### src/rtl/matmul_sequencer.sv
// matmul_sequencer: loads A and B from a serial word stream into external sync-read RAMs,
// then walks the i/j/k read schedule through an internal MAC and streams C row-major.
// Optional build macro MATMUL_SAT_EN: saturating accumulation plus a sticky sat_flag output.
module matmul_sequencer #(
    parameter int DATA_W  = 8,
    parameter int ACC_W   = 24,
    parameter int MAX_DIM = 4,
    parameter int ADDR_W  = 4
) (
    input  logic              CLK,
    input  logic              RST,
    input  logic              in_valid,
    output logic              in_ready,
    input  logic [DATA_W-1:0] in_data,
    output logic              a_we,
    output logic              b_we,
    output logic [ADDR_W-1:0] wr_addr,
    output logic [DATA_W-1:0] wr_data,
    output logic [ADDR_W-1:0] a_raddr,
    output logic [ADDR_W-1:0] b_raddr,
    input  logic [DATA_W-1:0] a_rdata,
    input  logic [DATA_W-1:0] b_rdata,
    output logic              res_valid,
    input  logic              res_ready,
    output logic [ACC_W-1:0]  res_data,
    output logic              res_last,
    output logic              busy,
    output logic              err,
`ifdef MATMUL_SAT_EN
    output logic              sat_flag,
`endif
    output logic              done
);

    localparam int CNT_W = $clog2(MAX_DIM + 1);
    localparam logic [DATA_W-1:0] MAX_D = DATA_W'(MAX_DIM);
`ifdef MATMUL_SAT_EN
    localparam logic signed [ACC_W-1:0] ACC_MAX = {1'b0, {(ACC_W-1){1'b1}}};
    localparam logic signed [ACC_W-1:0] ACC_MIN = {1'b1, {(ACC_W-1){1'b0}}};
`endif

    typedef enum logic [2:0] {
        S_IDLE, S_HDR, S_LOAD_A, S_LOAD_B, S_COMPUTE, S_WAIT_RES, S_ERR
    } state_t;

    function automatic logic dim_ok(input logic [DATA_W-1:0] d);
        return (d != '0) && (d <= MAX_D);
    endfunction

    function automatic logic [ADDR_W-1:0] mk_addr(input logic [CNT_W-1:0] row,
                                                  input logic [CNT_W-1:0] col);
        return ADDR_W'(int'(row) * MAX_DIM + int'(col));
    endfunction

    function automatic logic signed [ACC_W-1:0] wrap_add(input logic signed [ACC_W-1:0] x,
                                                         input logic signed [ACC_W-1:0] y);
        return x + y;
    endfunction

`ifdef MATMUL_SAT_EN
    function automatic logic add_ovf(input logic signed [ACC_W-1:0] x,
                                     input logic signed [ACC_W-1:0] y);
        logic signed [ACC_W-1:0] s;
        s = x + y;
        return (x[ACC_W-1] == y[ACC_W-1]) && (s[ACC_W-1] != x[ACC_W-1]);
    endfunction

    function automatic logic signed [ACC_W-1:0] sat_add(input logic signed [ACC_W-1:0] x,
                                                        input logic signed [ACC_W-1:0] y);
        if (add_ovf(x, y))
            return x[ACC_W-1] ? ACC_MIN : ACC_MAX;
        return x + y;
    endfunction
`endif

    state_t r_state, w_next;

    logic [CNT_W-1:0] r_r1, r_c1, r_r2, r_c2;
    logic             r_hdr_bad;
    logic [1:0]       r_hcnt;
    logic [CNT_W-1:0] r_row, r_col;
    logic [CNT_W-1:0] r_i, r_j, r_k;
    logic             r_kdone, r_hold, r_done;
    logic             r_a_we, r_b_we;
    logic [ADDR_W-1:0] r_wr_addr;
    logic [DATA_W-1:0] r_wr_data;
    logic             r_mac_vld_p1, r_mac_first_p1, r_mac_last_p1;
    logic signed [ACC_W-1:0] r_acc;
`ifdef MATMUL_SAT_EN
    logic             r_sat_flag;
`endif

    logic             w_hs_in, w_hdr_fail;
    logic [CNT_W-1:0] w_ld_cols, w_ld_rows;
    logic             w_ld_col_end, w_ld_row_end, w_ld_end;
    logic             w_issue, w_k_end, w_last_res, w_mac_end;
    logic signed [2*DATA_W-1:0] w_prod_p1;
    logic signed [ACC_W-1:0]    w_prod_ext_p1, w_base_p1, w_acc_nxt_p1;

    assign w_hs_in      = in_valid && in_ready;
    assign w_hdr_fail   = r_hdr_bad || !dim_ok(in_data) || (r_c1 != r_r2);
    assign w_ld_cols    = (r_state == S_LOAD_A) ? r_c1 : r_c2;
    assign w_ld_rows    = (r_state == S_LOAD_A) ? r_r1 : r_r2;
    assign w_ld_col_end = (r_col == w_ld_cols - CNT_W'(1));
    assign w_ld_row_end = (r_row == w_ld_rows - CNT_W'(1));
    assign w_ld_end     = w_ld_col_end && w_ld_row_end;
    // r_hold skips one cycle after loading so the final B write lands before any read
    assign w_issue      = (r_state == S_COMPUTE) && !r_kdone && !r_hold;
    assign w_k_end      = (r_k == r_c1 - CNT_W'(1));
    assign w_last_res   = (r_i == r_r1 - CNT_W'(1)) && (r_j == r_c2 - CNT_W'(1));
    assign w_mac_end    = r_mac_vld_p1 && r_mac_last_p1;

    // p1: RAM data returns one cycle after issue; multiply and fold into the accumulator
    assign w_prod_p1     = $signed(a_rdata) * $signed(b_rdata);
    assign w_prod_ext_p1 = ACC_W'(w_prod_p1);
    assign w_base_p1     = r_mac_first_p1 ? '0 : r_acc;
`ifdef MATMUL_SAT_EN
    assign w_acc_nxt_p1  = sat_add(w_base_p1, w_prod_ext_p1);
`else
    assign w_acc_nxt_p1  = wrap_add(w_base_p1, w_prod_ext_p1);
`endif

    always_ff @(posedge CLK) begin
        if (RST)
            r_state <= S_IDLE;
        else
            r_state <= w_next;
    end

    always_comb begin
        w_next = r_state;
        case (r_state)
            S_IDLE:     if (w_hs_in) w_next = S_HDR;
            S_HDR:      if (w_hs_in && r_hcnt == 2'd2) w_next = w_hdr_fail ? S_ERR : S_LOAD_A;
            S_LOAD_A:   if (w_hs_in && w_ld_end) w_next = S_LOAD_B;
            S_LOAD_B:   if (w_hs_in && w_ld_end) w_next = S_COMPUTE;
            S_COMPUTE:  if (w_mac_end) w_next = S_WAIT_RES;
            S_WAIT_RES: if (res_ready) w_next = w_last_res ? S_IDLE : S_COMPUTE;
            S_ERR:      w_next = S_ERR;
            default:    w_next = S_IDLE;
        endcase
    end

    always_comb begin
        in_ready  = 1'b0;
        busy      = 1'b0;
        err       = 1'b0;
        res_valid = 1'b0;
        res_last  = 1'b0;
        res_data  = '0;
        a_raddr   = '0;
        b_raddr   = '0;
        case (r_state)
            S_IDLE: in_ready = 1'b1;
            S_HDR, S_LOAD_A, S_LOAD_B: begin
                in_ready = 1'b1;
                busy     = 1'b1;
            end
            S_COMPUTE: begin
                busy = 1'b1;
                if (w_issue) begin
                    a_raddr = mk_addr(r_i, r_k);
                    b_raddr = mk_addr(r_k, r_j);
                end
            end
            S_WAIT_RES: begin
                busy      = 1'b1;
                res_valid = 1'b1;
                res_last  = w_last_res;
                res_data  = r_acc;
            end
            S_ERR:   err = 1'b1;
            default: ;
        endcase
    end

    always_ff @(posedge CLK) begin
        if (RST) begin
            r_r1 <= '0; r_c1 <= '0; r_r2 <= '0; r_c2 <= '0;
            r_hdr_bad <= 1'b0;
            r_hcnt    <= '0;
            r_row <= '0; r_col <= '0;
            r_i <= '0; r_j <= '0; r_k <= '0;
            r_kdone   <= 1'b0;
            r_hold    <= 1'b0;
            r_done    <= 1'b0;
            r_a_we    <= 1'b0;
            r_b_we    <= 1'b0;
            r_wr_addr <= '0;
            r_wr_data <= '0;
            r_mac_vld_p1   <= 1'b0;
            r_mac_first_p1 <= 1'b0;
            r_mac_last_p1  <= 1'b0;
            r_acc          <= '0;
`ifdef MATMUL_SAT_EN
            r_sat_flag     <= 1'b0;
`endif
        end else begin
            r_a_we <= 1'b0;
            r_b_we <= 1'b0;
            r_done <= 1'b0;
            case (r_state)
                S_IDLE: if (w_hs_in) begin
                    r_r1      <= in_data[CNT_W-1:0];
                    r_hdr_bad <= ~dim_ok(in_data);
                    r_hcnt    <= '0;
                    r_row     <= '0;
                    r_col     <= '0;
`ifdef MATMUL_SAT_EN
                    r_sat_flag <= 1'b0;
`endif
                end
                S_HDR: if (w_hs_in) begin
                    r_hcnt    <= r_hcnt + 2'd1;
                    r_hdr_bad <= r_hdr_bad | ~dim_ok(in_data);
                    case (r_hcnt)
                        2'd0:    r_c1 <= in_data[CNT_W-1:0];
                        2'd1:    r_r2 <= in_data[CNT_W-1:0];
                        default: r_c2 <= in_data[CNT_W-1:0];
                    endcase
                end
                S_LOAD_A, S_LOAD_B: if (w_hs_in) begin
                    r_a_we    <= (r_state == S_LOAD_A);
                    r_b_we    <= (r_state == S_LOAD_B);
                    r_wr_addr <= mk_addr(r_row, r_col);
                    r_wr_data <= in_data;
                    if (w_ld_col_end) begin
                        r_col <= '0;
                        r_row <= w_ld_row_end ? '0 : r_row + CNT_W'(1);
                    end else begin
                        r_col <= r_col + CNT_W'(1);
                    end
                    if (r_state == S_LOAD_B && w_ld_end) begin
                        r_i     <= '0;
                        r_j     <= '0;
                        r_k     <= '0;
                        r_kdone <= 1'b0;
                        r_hold  <= 1'b1;
                    end
                end
                S_COMPUTE: begin
                    r_hold <= 1'b0;
                    if (w_issue) begin
                        if (w_k_end)
                            r_kdone <= 1'b1;
                        else
                            r_k <= r_k + CNT_W'(1);
                    end
                end
                S_WAIT_RES: if (res_ready) begin
                    if (w_last_res) begin
                        r_done <= 1'b1;
                    end else begin
                        r_k     <= '0;
                        r_kdone <= 1'b0;
                        if (r_j == r_c2 - CNT_W'(1)) begin
                            r_j <= '0;
                            r_i <= r_i + CNT_W'(1);
                        end else begin
                            r_j <= r_j + CNT_W'(1);
                        end
                    end
                end
                default: ;
            endcase

            // p0: issue cycle; tag what arrives from the RAMs on the next cycle
            r_mac_vld_p1   <= w_issue;
            r_mac_first_p1 <= w_issue && (r_k == '0);
            r_mac_last_p1  <= w_issue && w_k_end;
            if (r_mac_vld_p1) begin
                r_acc <= w_acc_nxt_p1;
`ifdef MATMUL_SAT_EN
                if (add_ovf(w_base_p1, w_prod_ext_p1))
                    r_sat_flag <= 1'b1;
`endif
            end
        end
    end

    assign a_we    = r_a_we;
    assign b_we    = r_b_we;
    assign wr_addr = r_wr_addr;
    assign wr_data = r_wr_data;
    assign done    = r_done;
`ifdef MATMUL_SAT_EN
    assign sat_flag = r_sat_flag;
`endif

endmodule

### config.mk
export PLATFORM = sky130hd
export DESIGN_NAME = matmul_sequencer
export DESIGN_NICKNAME = d
export VERILOG_FILES = /design/src/rtl/matmul_sequencer.sv
export SDC_FILE = /design/constraint.sdc
export NUM_CORES = 1
export LEC_CHECK = 0
export BUFFER_PORTS_ARGS = -buffer_cell sky130_fd_sc_hd__buf_2
export CAP_MARGIN = 10
export CORE_MARGIN = 2
export CORE_UTILIZATION = 45
export CTS_CLUSTER_DIAMETER = 60
export CTS_CLUSTER_SIZE = 24
export DETAILED_ROUTE_END_ITERATION = 6
export GPL_ROUTABILITY_DRIVEN = 1
export HOLD_SLACK_MARGIN = 0.03
export PLACE_DENSITY = 0.67
export SLEW_MARGIN = 30
export SYNTH_ARGS = -nofsm -noshare
export SYNTH_HDL_FRONTEND = slang
export SYNTH_SLANG_ARGS = --single-unit
### constraint.sdc
create_clock -name CLK -period 9.4 [get_ports CLK]
set_input_delay 1.41 -clock CLK [delete_from_list [all_inputs] [get_ports CLK]]
set_output_delay 1.41 -clock CLK [all_outputs]
set_load 0.01 [all_outputs]
==> impl_metrics.env, run 1 <==
export IMPL_routed_wl_um=18300
export IMPL_ios=80
export IMPL_worstReg2RegEnd="r_acc[18]$_SDFFE_PP0P_"
export IMPL_largest_register="r_acc"
export IMPL_drt_met1_wl_um=8430
export IMPL_cts_sinks=77
export IMPL_async_reset_ff_share_pct=0
export IMPL_grt_pass1_wl_um=32100
export IMPL_hold_slack_ns=0.457
export IMPL_drc_errors=0
export IMPL_max_stage_delay_ns=0.54
export IMPL_dp_hpwl_um=14500
export IMPL_largest_register_ffs=24
export IMPL_maxCapViolations=0
export IMPL_diodes=0
export IMPL_viasPerCell=5.21
export IMPL_yosysWarningCount=0
export IMPL_cts_buffers=9
export IMPL_clk_latency_ns=0.34
export IMPL_area_delta_synth_final_pct=11.0
export IMPL_timing_worst_setup_path_type="in -> reg"
export IMPL_status="complete, no violations"
export IMPL_htree_levels=3
export IMPL_initial_utilization_pct=45.9
export IMPL_drtPass1Iterations=5
export IMPL_rsz0062_at_grt="no"
export IMPL_synth_edf_count=0
export IMPL_synthCells=914
export IMPL_chipHeight_um=139
export IMPL_finalSetupViolations=0
export IMPL_antenna_left=0
export IMPL_cp_slowest_cell="fa_1"
export IMPL_ff2ff_path_depth=19
export IMPL_ir_drop_v=0.000203
export IMPL_overflow=0
export IMPL_max_freq_ghz=0.156
export IMPL_cts_hold_buf=0
export IMPL_finClkSkew_ns=0.0104
export IMPL_clock_path_buffers=2
export IMPL_r2r_start="r_mac_first_p1$_SDFF_PP0_"
export IMPL_core_area_sq_um=18000
export IMPL_place_area_sq_um=8840
export IMPL_antenna_found_initial=0
export IMPL_hold_viol=0
export IMPL_rows=49
export IMPL_drt_iter0_drc=393
export IMPL_syn_avg_cell_area_sq_um=9.01
export IMPL_drive_gt1_share_pct=11.5
export IMPL_die_x_um=139
export IMPL_design_area_sq_um=9140
export IMPL_synth_area_sq_um=8240
export IMPL_grt_max_degree=84
export IMPL_worstPathArrival_ns=6.63
export IMPL_finalCoreUtilization_pct=50.9
export IMPL_wl_per_cell_um=15.1
export IMPL_cts_tree="done"
export IMPL_fin_tns_setup_ns=0
export IMPL_dieArea_sq_um=19400
export IMPL_crit_required_ns=9.62
export IMPL_p_leak_uw=0.00427
export IMPL_mostFrequentLayoutCells="inv_1 (113), fa_1 (104), nand2_1 (86), buf_2 (79), dfxtp_1 (77)"
export IMPL_min_from="wr_data[3]$_SDFFE_PP0P_"
export IMPL_nFillCells=1719
export IMPL_r2r_slack_ns=4.09
export IMPL_place_gp_congestion=0.870
export IMPL_worst_path_max_fanout=17
export IMPL_power_density_nw_per_um2=305
export IMPL_fin_crit_ns=6.41
export IMPL_grtUsageTotal_pct=20.1
export IMPL_worstMarginPinSlew_ns=0.858
export IMPL_clkSlewWorstSetupHoldPaths_ns=0.06
export IMPL_crit_top_cell="fa_1"
export IMPL_relSlewSlack_pct=42.0
export IMPL_startpoint_type="primary input"
export IMPL_syn_num_nets=1119
export IMPL_vias=6333
export IMPL_met3_length_um=808
export IMPL_root_buffer="clkbuf_16"
export IMPL_drv_slew=0
export IMPL_grt_pass1_vias=6516
export IMPL_highest_layer="met4"
export IMPL_min_path_type="reg -> reg"
export IMPL_fin_crit_sh_pct=68.2
export IMPL_synth_cell_type_count=65
export IMPL_fin_nets=1186
export IMPL_hold_depth=2
export IMPL_io_buffers=79
export IMPL_ys_ff_latch=77
export IMPL_path_cells="buf_2, and2_1, buf_4, inv_1, fa_1, inv_1, fa_1, fa_1, fa_1, fa_1, ha_1, o21ai_0, nor2_1, o21ai_0, o21ai_1, a31oi_1, or4b_1, o311ai_0"
export IMPL_cts_setup_buffers=0
export IMPL_synth_main_ff_cell="dfxtp_1"
export IMPL_cts_resized_gates=0
export IMPL_wl_met2_um=8710
export IMPL_final_common_cell="inv_1"
export IMPL_min_to="wr_data[3]$_SDFFE_PP0P_"
export IMPL_endpoint_kind="flop"
export IMPL_seq_area_frac_synth_pct=18.7
-- per-stage QoR --
stage               instances  power [uW]  worst slack, ns
finish                   1215        2790             2.99
global route             1215        3140             2.54
CTS                      1215        2810             2.97
detailed placement       1199        2440             2.65
global placement         1199        2410             2.73
floorplan                 914        2020             2.85
-- area by class of cell --
class / count / area (sq um) / share of cell area, %
inverters: 114 / 428 / 4.68
flip-flops and latches: 77 / 1540 / 16.9
multi-input cells: 695 / 6150 / 67.3
well taps: 229 / 287 / 3.13
clock buffers: 13 / 280 / 3.07
clock inverters: 3 / 17.5 / 0.192
repair buffers: 84 / 433 / 4.74
-- metal layers --
metal	vias up	global-route usage, %
met5	-	0
met4	0	5.42
met3	20	3.20
met2	144	33.2
met1	3043	27.7
li1	3126	-
-- cell usage after synthesis (all sizes together) (2+ instances only) --
cell type,count,share of area (%)
a211oi,12,1.1
a21o,6,0.55
a21oi,44,2.7
a221oi,2,0.21
a22o,5,0.53
a22oi,2,0.18
a31oi,5,0.38
a41oi,3,0.32
and2,60,4.6
and3,6,0.46
buf,9,0.52
clkbuf,19,0.87
dfxtp,77,19
fa,104,25
ha,73,11
inv,113,5.1
mux2,2,0.27
mux2i,28,3.4
nand2,86,3.9
nand2b,16,1.2
nand3,17,1.0
nand4,2,0.15
nand4b,3,0.32
nor2,69,3.1
nor2b,23,1.7
nor3,14,0.85
nor3b,3,0.41
nor4,5,0.38
nor4b,2,0.21
o211ai,4,0.53
o21ai,18,1.1
o21bai,3,0.27
o221ai,2,0.21
o22ai,2,0.15
o311ai,2,0.43
or2,3,0.23
or3,3,0.23
or3b,3,0.32
xnor2,36,3.9
xor2,13,1.4
-- worst max-delay path by stage --
stage                    start                     end  slack, ns  cells past startpoint
floorplan           b_rdata[0]  r_acc[16]$_SDFFE_PP0P_       2.85                     16
global placement    b_rdata[0]  r_acc[21]$_SDFFE_PP0P_       2.73                     18
detailed placement  b_rdata[0]  r_acc[16]$_SDFFE_PP0P_       2.65                     18
CTS                 b_rdata[0]  r_acc[16]$_SDFFE_PP0P_       2.97                     18
global route        b_rdata[0]  r_acc[21]$_SDFFE_PP0P_       2.54                     18
finish              b_rdata[0]  r_acc[16]$_SDFFE_PP0P_       2.99                     18
-- critical path, delay by kind of cell --
family          cells  cell delay [ns]
compound gates      5             0.92
fa+ha+maj           6             2.86
buf+inv             4             0.64
simple gates        3             0.80
-- power breakdown --
group / switching, uW / total [uW] / internal (uW)
sequential: 50.1 / 417 / 367
clock: 136 / 342 / 207
combinational: 1160 / 2030 / 866
total: 1350 / 2790 / 1440
-- cells by family (layout without fill, tap and decap cells) --
family                     count (synthesis)  count (layout)  synth area share [%]
and+or+nand+nor                          317             317                  19.4
adders and majority gates                177             177                  36.4
buffers and inverters                    142             214                  6.58
AOI/OAI and AO/OA                        122             122                  9.97
DFF                                       77              77                  18.7
xor gates and xnor gates                  49              49                  5.30
muxes                                     30              30                  3.68
No activity file was read; power rests on OpenSTA's default activity.
==> inputs of run 2 (changes only) <==
clock period = 6.6 ns   (was 9.4 ns; I/O delays follow)
==> impl_metrics.env, run 2 (same netlist as run 1, synthesis figures left out) <==
export IMPL_min_path_type="reg -> reg"
export IMPL_status="complete, no violations"
export IMPL_rows=49
export IMPL_overflow=0
export IMPL_path_cells="buf_2, nand2_1, inv_1, fa_1, inv_1, fa_1, inv_1, fa_1, inv_1, fa_1, inv_1, ha_1, ha_1, o21ai_0, nor2_1, o22ai_1, o21ai_0, a21oi_1, xnor2_1, a211oi_1"
export IMPL_max_stage_delay_ns=0.74
export IMPL_crit_required_ns=6.84
export IMPL_rsz0062_at_grt="no"
export IMPL_worstPathArrival_ns=5.97
export IMPL_clock_path_buffers=2
export IMPL_drtPass1Iterations=4
export IMPL_path_depth=20
export IMPL_initial_utilization_pct=45.9
export IMPL_wl_per_cell_um=14.8
export IMPL_antenna_left=0
export IMPL_largest_register_ffs=24
export IMPL_register_area_sq_um=1540
export IMPL_fin_nets=1187
export IMPL_cts_resized_gates=0
export IMPL_worst_path_max_fanout=8
export IMPL_root_buffer="clkbuf_16"
export IMPL_drv_slew=0
export IMPL_htree_levels=3
export IMPL_fin_crit_sh_pct=86.9
export IMPL_p_sw_uw=1880
export IMPL_core_area_sq_um=18000
export IMPL_maxCapViolations=0
export IMPL_finClkSkew_ns=0.00623
export IMPL_antenna_found_initial=0
export IMPL_clk_latency_ns=0.33
export IMPL_design_power_total_uw=3950
export IMPL_fin_tns_setup_ns=0
export IMPL_design_area_sq_um=9140
export IMPL_grt_max_degree=84
export IMPL_area_delta_synth_final_pct=11.0
export IMPL_final_common_cell="inv_1"
export IMPL_grt_pass1_vias=6526
export IMPL_share_comb_of_total_power_pct=72.3
export IMPL_final_cells=1215
export IMPL_internal_power_uw=2070
export IMPL_grt_pass1_wl_um=31800
export IMPL_cts_tree="done"
export IMPL_endpoint_kind="flop"
export IMPL_drc_errors=0
export IMPL_multiInputGateArea_sq_um=6150
export IMPL_worstMarginPinSlew_ns=0.942
export IMPL_p_leak_uw=0.00427
export IMPL_cts_buffers=9
export IMPL_seqPwrFrac_pct=15.1
export IMPL_cts_sinks=77
export IMPL_hold_depth=2
export IMPL_place_gp_congestion=0.839
export IMPL_crit_top_cell="inv_1"
export IMPL_swShare_pct=47.6
export IMPL_ir_drop_v=0.000336
export IMPL_dieArea_sq_um=19400
export IMPL_ff2ff_path_depth=17
export IMPL_routed_wl_um=18000
export IMPL_grtUsageTotal_pct=19.8
export IMPL_drt_iter0_drc=389
export IMPL_fin_crit_ns=5.74
export IMPL_mostFrequentLayoutCells="inv_1 (113), fa_1 (104), nand2_1 (86), buf_2 (79), dfxtp_1 (77)"
export IMPL_chipHeight_um=139
export IMPL_io_buffers=79
export IMPL_cts_setup_buffers=0
export IMPL_cts_hold_buf=0
export IMPL_place_area_sq_um=8850
export IMPL_ios=80
export IMPL_path_buf_inv=6
export IMPL_viasPerCell=5.22
export IMPL_clkSlewWorstSetupHoldPaths_ns=0.06
export IMPL_dp_cells=1200
export IMPL_timing_worst_setup_path_type="in -> reg"
export IMPL_path_delay_family="adder cells"
export IMPL_drive_gt1_share_pct=11.2
export IMPL_power_density_nw_per_um2=432
export IMPL_max_freq_ghz=0.174
export IMPL_clkPwrFrac_pct=12.6
export IMPL_vias=6343
export IMPL_finalSetupViolations=0
export IMPL_diodes=0
export IMPL_nFillCells=1690
export IMPL_dp_hpwl_um=14500
export IMPL_cp_slowest_cell="fa_1"
export IMPL_largest_register="r_acc"
export IMPL_relSlewSlack_pct=36.3
export IMPL_hold_viol=0
export IMPL_startpoint_type="primary input"
export IMPL_die_x_um=139
## run 2: path summary, 6_finish.rpt
path	from	endpoint	slack (ns)
setup reg to reg	r_mac_first_p1$_SDFF_PP0_	r_acc[16]$_SDFFE_PP0P_	1.37
hold / removal	wr_data[2]$_SDFFE_PP0P_	wr_data[2]$_SDFFE_PP0P_	0.45
setup / recovery	b_rdata[2]	r_acc[23]$_SDFFE_PP0P_	0.86
hold reg to reg	wr_data[2]$_SDFFE_PP0P_	wr_data[2]$_SDFFE_PP0P_	0.45
## run 2: cell type report
class / instances / area share, %
clock buffers: 14 / 2.89
clock inverters: 1 / 0.328
flip-flops and latches: 77 / 16.9
inverters: 114 / 4.68
multi-input cells: 695 / 67.3
well taps: 229 / 3.13
repair buffers: 85 / 4.82
## run 2: layer usage
layer  up-vias  part of all wire [%]  global-route usage, %
li1       3114                     -                      -
met1      3069                    46                   27.1
met2       138                    47                   32.7
met3        22                   4.5                   3.48
met4         0                   1.8                   5.26
met5         -                     0                      0
## run 2: metrics by stage
| stage | worst slack [ns] | utilization, % | hold slack, ns |
|---|---|---|---|
| final | 0.863 | 50.9 | 0.452 |
| after floorplan | 0.466 | - | 0.455 |
| after detailed placement | 0.487 | 49.3 | 0.446 |
| after CTS | 0.816 | 50.9 | 0.455 |
| after global placement | 0.508 | 49.3 | 0.439 |
| after global routing | 0.350 | 50.9 | 0.476 |
## run 2: worst register-to-register path, cell delays in order (launching register included)
cell and delay, ns:
dfxtp_1 0.43, nand2b_1 0.22, fa_1 0.48, inv_1 0.05
fa_1 0.49, inv_1 0.05, fa_1 0.48, inv_1 0.06
fa_1 0.46, fa_1 0.49, ha_1 0.36, o21ai_0 0.09
nor2_1 0.17, o21ai_0 0.17, o21ai_1 0.39, a31oi_1 0.17
or4b_1 0.47, o311ai_0 0.10
## run 2: power groups by stage
| stage | clock (uW) | sequential (uW) | combinational [uW] |
|---|---|---|---|
| 2_1_floorplan | 0 | 567 | 2320 |
| 3_3_place_gp | 0 | 606 | 2840 |
| 3_5_place_dp | 0 | 606 | 2860 |
| 4_1_cts | 512 | 597 | 2880 |
| 5_1_grt | 529 | 607 | 3310 |
| 6_report | 497 | 597 | 2860 |
==> inputs of run 3 (changes only) <==
CTS_BUF_LIST = sky130_fd_sc_hd__clkbuf_8 sky130_fd_sc_hd__clkbuf_16   (was unset)
==> impl_metrics.env, run 3 (same netlist as run 1, synthesis figures left out) <==
export IMPL_status="complete, no violations"
export IMPL_dieArea_sq_um=19400
export IMPL_worstPathArrival_ns=5.97
export IMPL_fin_tns_setup_ns=0
export IMPL_place_area_sq_um=8850
export IMPL_worst_path_max_fanout=8
export IMPL_nFillCells=1690
export IMPL_fin_crit_ns=5.74
export IMPL_wl_per_cell_um=14.8
export IMPL_crit_required_ns=6.83
export IMPL_min_from="wr_data[2]$_SDFFE_PP0P_"
export IMPL_die_x_um=139
export IMPL_largest_register="r_acc"
export IMPL_final_cells=1215
export IMPL_max_freq_ghz=0.174
export IMPL_largest_register_ffs=24
export IMPL_grt_max_degree=84
export IMPL_register_area_sq_um=1540
export IMPL_place_gp_congestion=0.839
export IMPL_grt_pass1_vias=6526
export IMPL_dp_cells=1200
export IMPL_hold_viol=0
export IMPL_grt_util_met2_pct=32.7
export IMPL_hold_depth=2
export IMPL_design_area_sq_um=9140
export IMPL_top_usage_layer="met2"
export IMPL_power_density_nw_per_um2=432
export IMPL_min_to="wr_data[2]$_SDFFE_PP0P_"
export IMPL_finalCoreUtilization_pct=50.9
export IMPL_fin_crit_sh_pct=87.0
export IMPL_min_path_type="reg -> reg"
export IMPL_ir_drop_v=0.000336
export IMPL_ios=80
export IMPL_worstMarginPinSlew_ns=0.942
export IMPL_overflow=0
export IMPL_htree_levels=3
export IMPL_drive_gt1_share_pct=11.2
export IMPL_chipHeight_um=139
export IMPL_final_common_cell="inv_1"
export IMPL_antenna_found_initial=0
export IMPL_area_delta_synth_final_pct=11.0
export IMPL_r2r_slack_ns=1.35
export IMPL_endpoint_kind="flop"
export IMPL_cp_startpoint="b_rdata[2]"
export IMPL_cts_buffers=9
export IMPL_drv_slew=0
export IMPL_rsz0062_at_grt="no"
export IMPL_maxCapViolations=0
export IMPL_cts_tree="done"
export IMPL_p_leak_uw=0.00428
export IMPL_initial_utilization_pct=45.9
export IMPL_grtUsageTotal_pct=19.8
export IMPL_diodes=0
export IMPL_clock_path_buffers=2
export IMPL_viasPerCell=5.24
export IMPL_rows=49
export IMPL_relSlewSlack_pct=36.3
export IMPL_cts_setup_buffers=0
export IMPL_grtUsageMet1_pct=27.1
export IMPL_clk_latency_ns=0.33
export IMPL_drt_iter0_drc=383
export IMPL_dp_hpwl_um=14500
export IMPL_vias=6368
export IMPL_mostFrequentLayoutCells="inv_1 (116), fa_1 (104), nand2_1 (86), buf_2 (79), dfxtp_1 (77)"
export IMPL_startpoint_type="primary input"
export IMPL_routed_wl_um=18000
export IMPL_timing_worst_setup_path_type="in -> reg"
export IMPL_worstReg2RegEnd="r_acc[21]$_SDFFE_PP0P_"
export IMPL_use_met3_pct=3.48
export IMPL_antenna_left=0
export IMPL_io_buffers=79
export IMPL_multiInputGateArea_sq_um=6150
export IMPL_r2r_start="r_mac_first_p1$_SDFF_PP0_"
export IMPL_grt_pass1_wl_um=31800
export IMPL_cts_sinks=77
export IMPL_finalSetupViolations=0
export IMPL_cts_resized_gates=0
export IMPL_root_buffer="clkbuf_16"
export IMPL_cts_hold_buf=0
export IMPL_drc_errors=0
export IMPL_fin_nets=1187
export IMPL_finClkSkew_ns=0.00615
export IMPL_ff2ff_path_depth=17
export IMPL_drtPass1Iterations=5
export IMPL_clkSlewWorstSetupHoldPaths_ns=0.06
export IMPL_core_area_sq_um=18000
-- run 3: cell types whose count changed in the layout (fill, tap and decap cells not counted) --
cell	before	now
inv_1	113	116
clkbuf_1	3	0
-- run 3: worst max-delay path by stage --
stage,endpoint,slack (ns),cells past startpoint
finish,r_acc[23]$_SDFFE_PP0P_,0.86,20
global route,r_acc[23]$_SDFFE_PP0P_,0.35,15
CTS,r_acc[23]$_SDFFE_PP0P_,0.82,20
detailed placement,r_acc[23]$_SDFFE_PP0P_,0.49,20
global placement,r_acc[23]$_SDFFE_PP0P_,0.51,20
floorplan,r_acc[16]$_SDFFE_PP0P_,0.47,16
-- run 3: critical path: stages --
cell and delay, ns:
buf_2 0.15, nand2_1 0.17, inv_1 0.08, fa_1 0.54, inv_1 0.15, fa_1 0.74, inv_1 0.25, fa_1 0.57
inv_1 0.05, fa_1 0.52, inv_1 0.04, ha_1 0.28, ha_1 0.35, o21ai_0 0.18, nor2_1 0.09, o22ai_1 0.20
o21ai_0 0.12, a21oi_1 0.17, xnor2_1 0.09, a211oi_1 0.23
-- run 3: where the power goes --
group | switching (uW) | total (uW) | internal [uW]
logic | 1630 | 2860 | 1230
registers | 73.7 | 597 | 523
clock network | 184 | 492 | 307
total | 1880 | 3950 | 2060
-- run 3: area by class of cell --
class | count | area share [%]
clock buffer | 11 | 2.76
clock inverter | 4 | 0.452
inverter | 114 | 4.68
multi-input combinational | 695 | 67.3
sequential | 77 | 16.9
tap | 229 | 3.13
timing repair buffer | 85 | 4.82
-- run 3: per-layer routing --
layer / up-vias / routed length (um)
met2: 159 / 8520
met4: 0 / 331
met1: 3070 / 8330
li1: 3115 / -
met5: - / 0
met3: 24 / 854
-- run 3: through the flow --
step	hold slack [ns]	setup WS [ns]	power, uW
6_report	0.452	0.860	3950
3_5_place_dp	0.446	0.487	3470
2_1_floorplan	0.455	0.466	2880
5_1_grt	0.476	0.350	4440
3_3_place_gp	0.439	0.508	3450
4_1_cts	0.455	0.816	3990
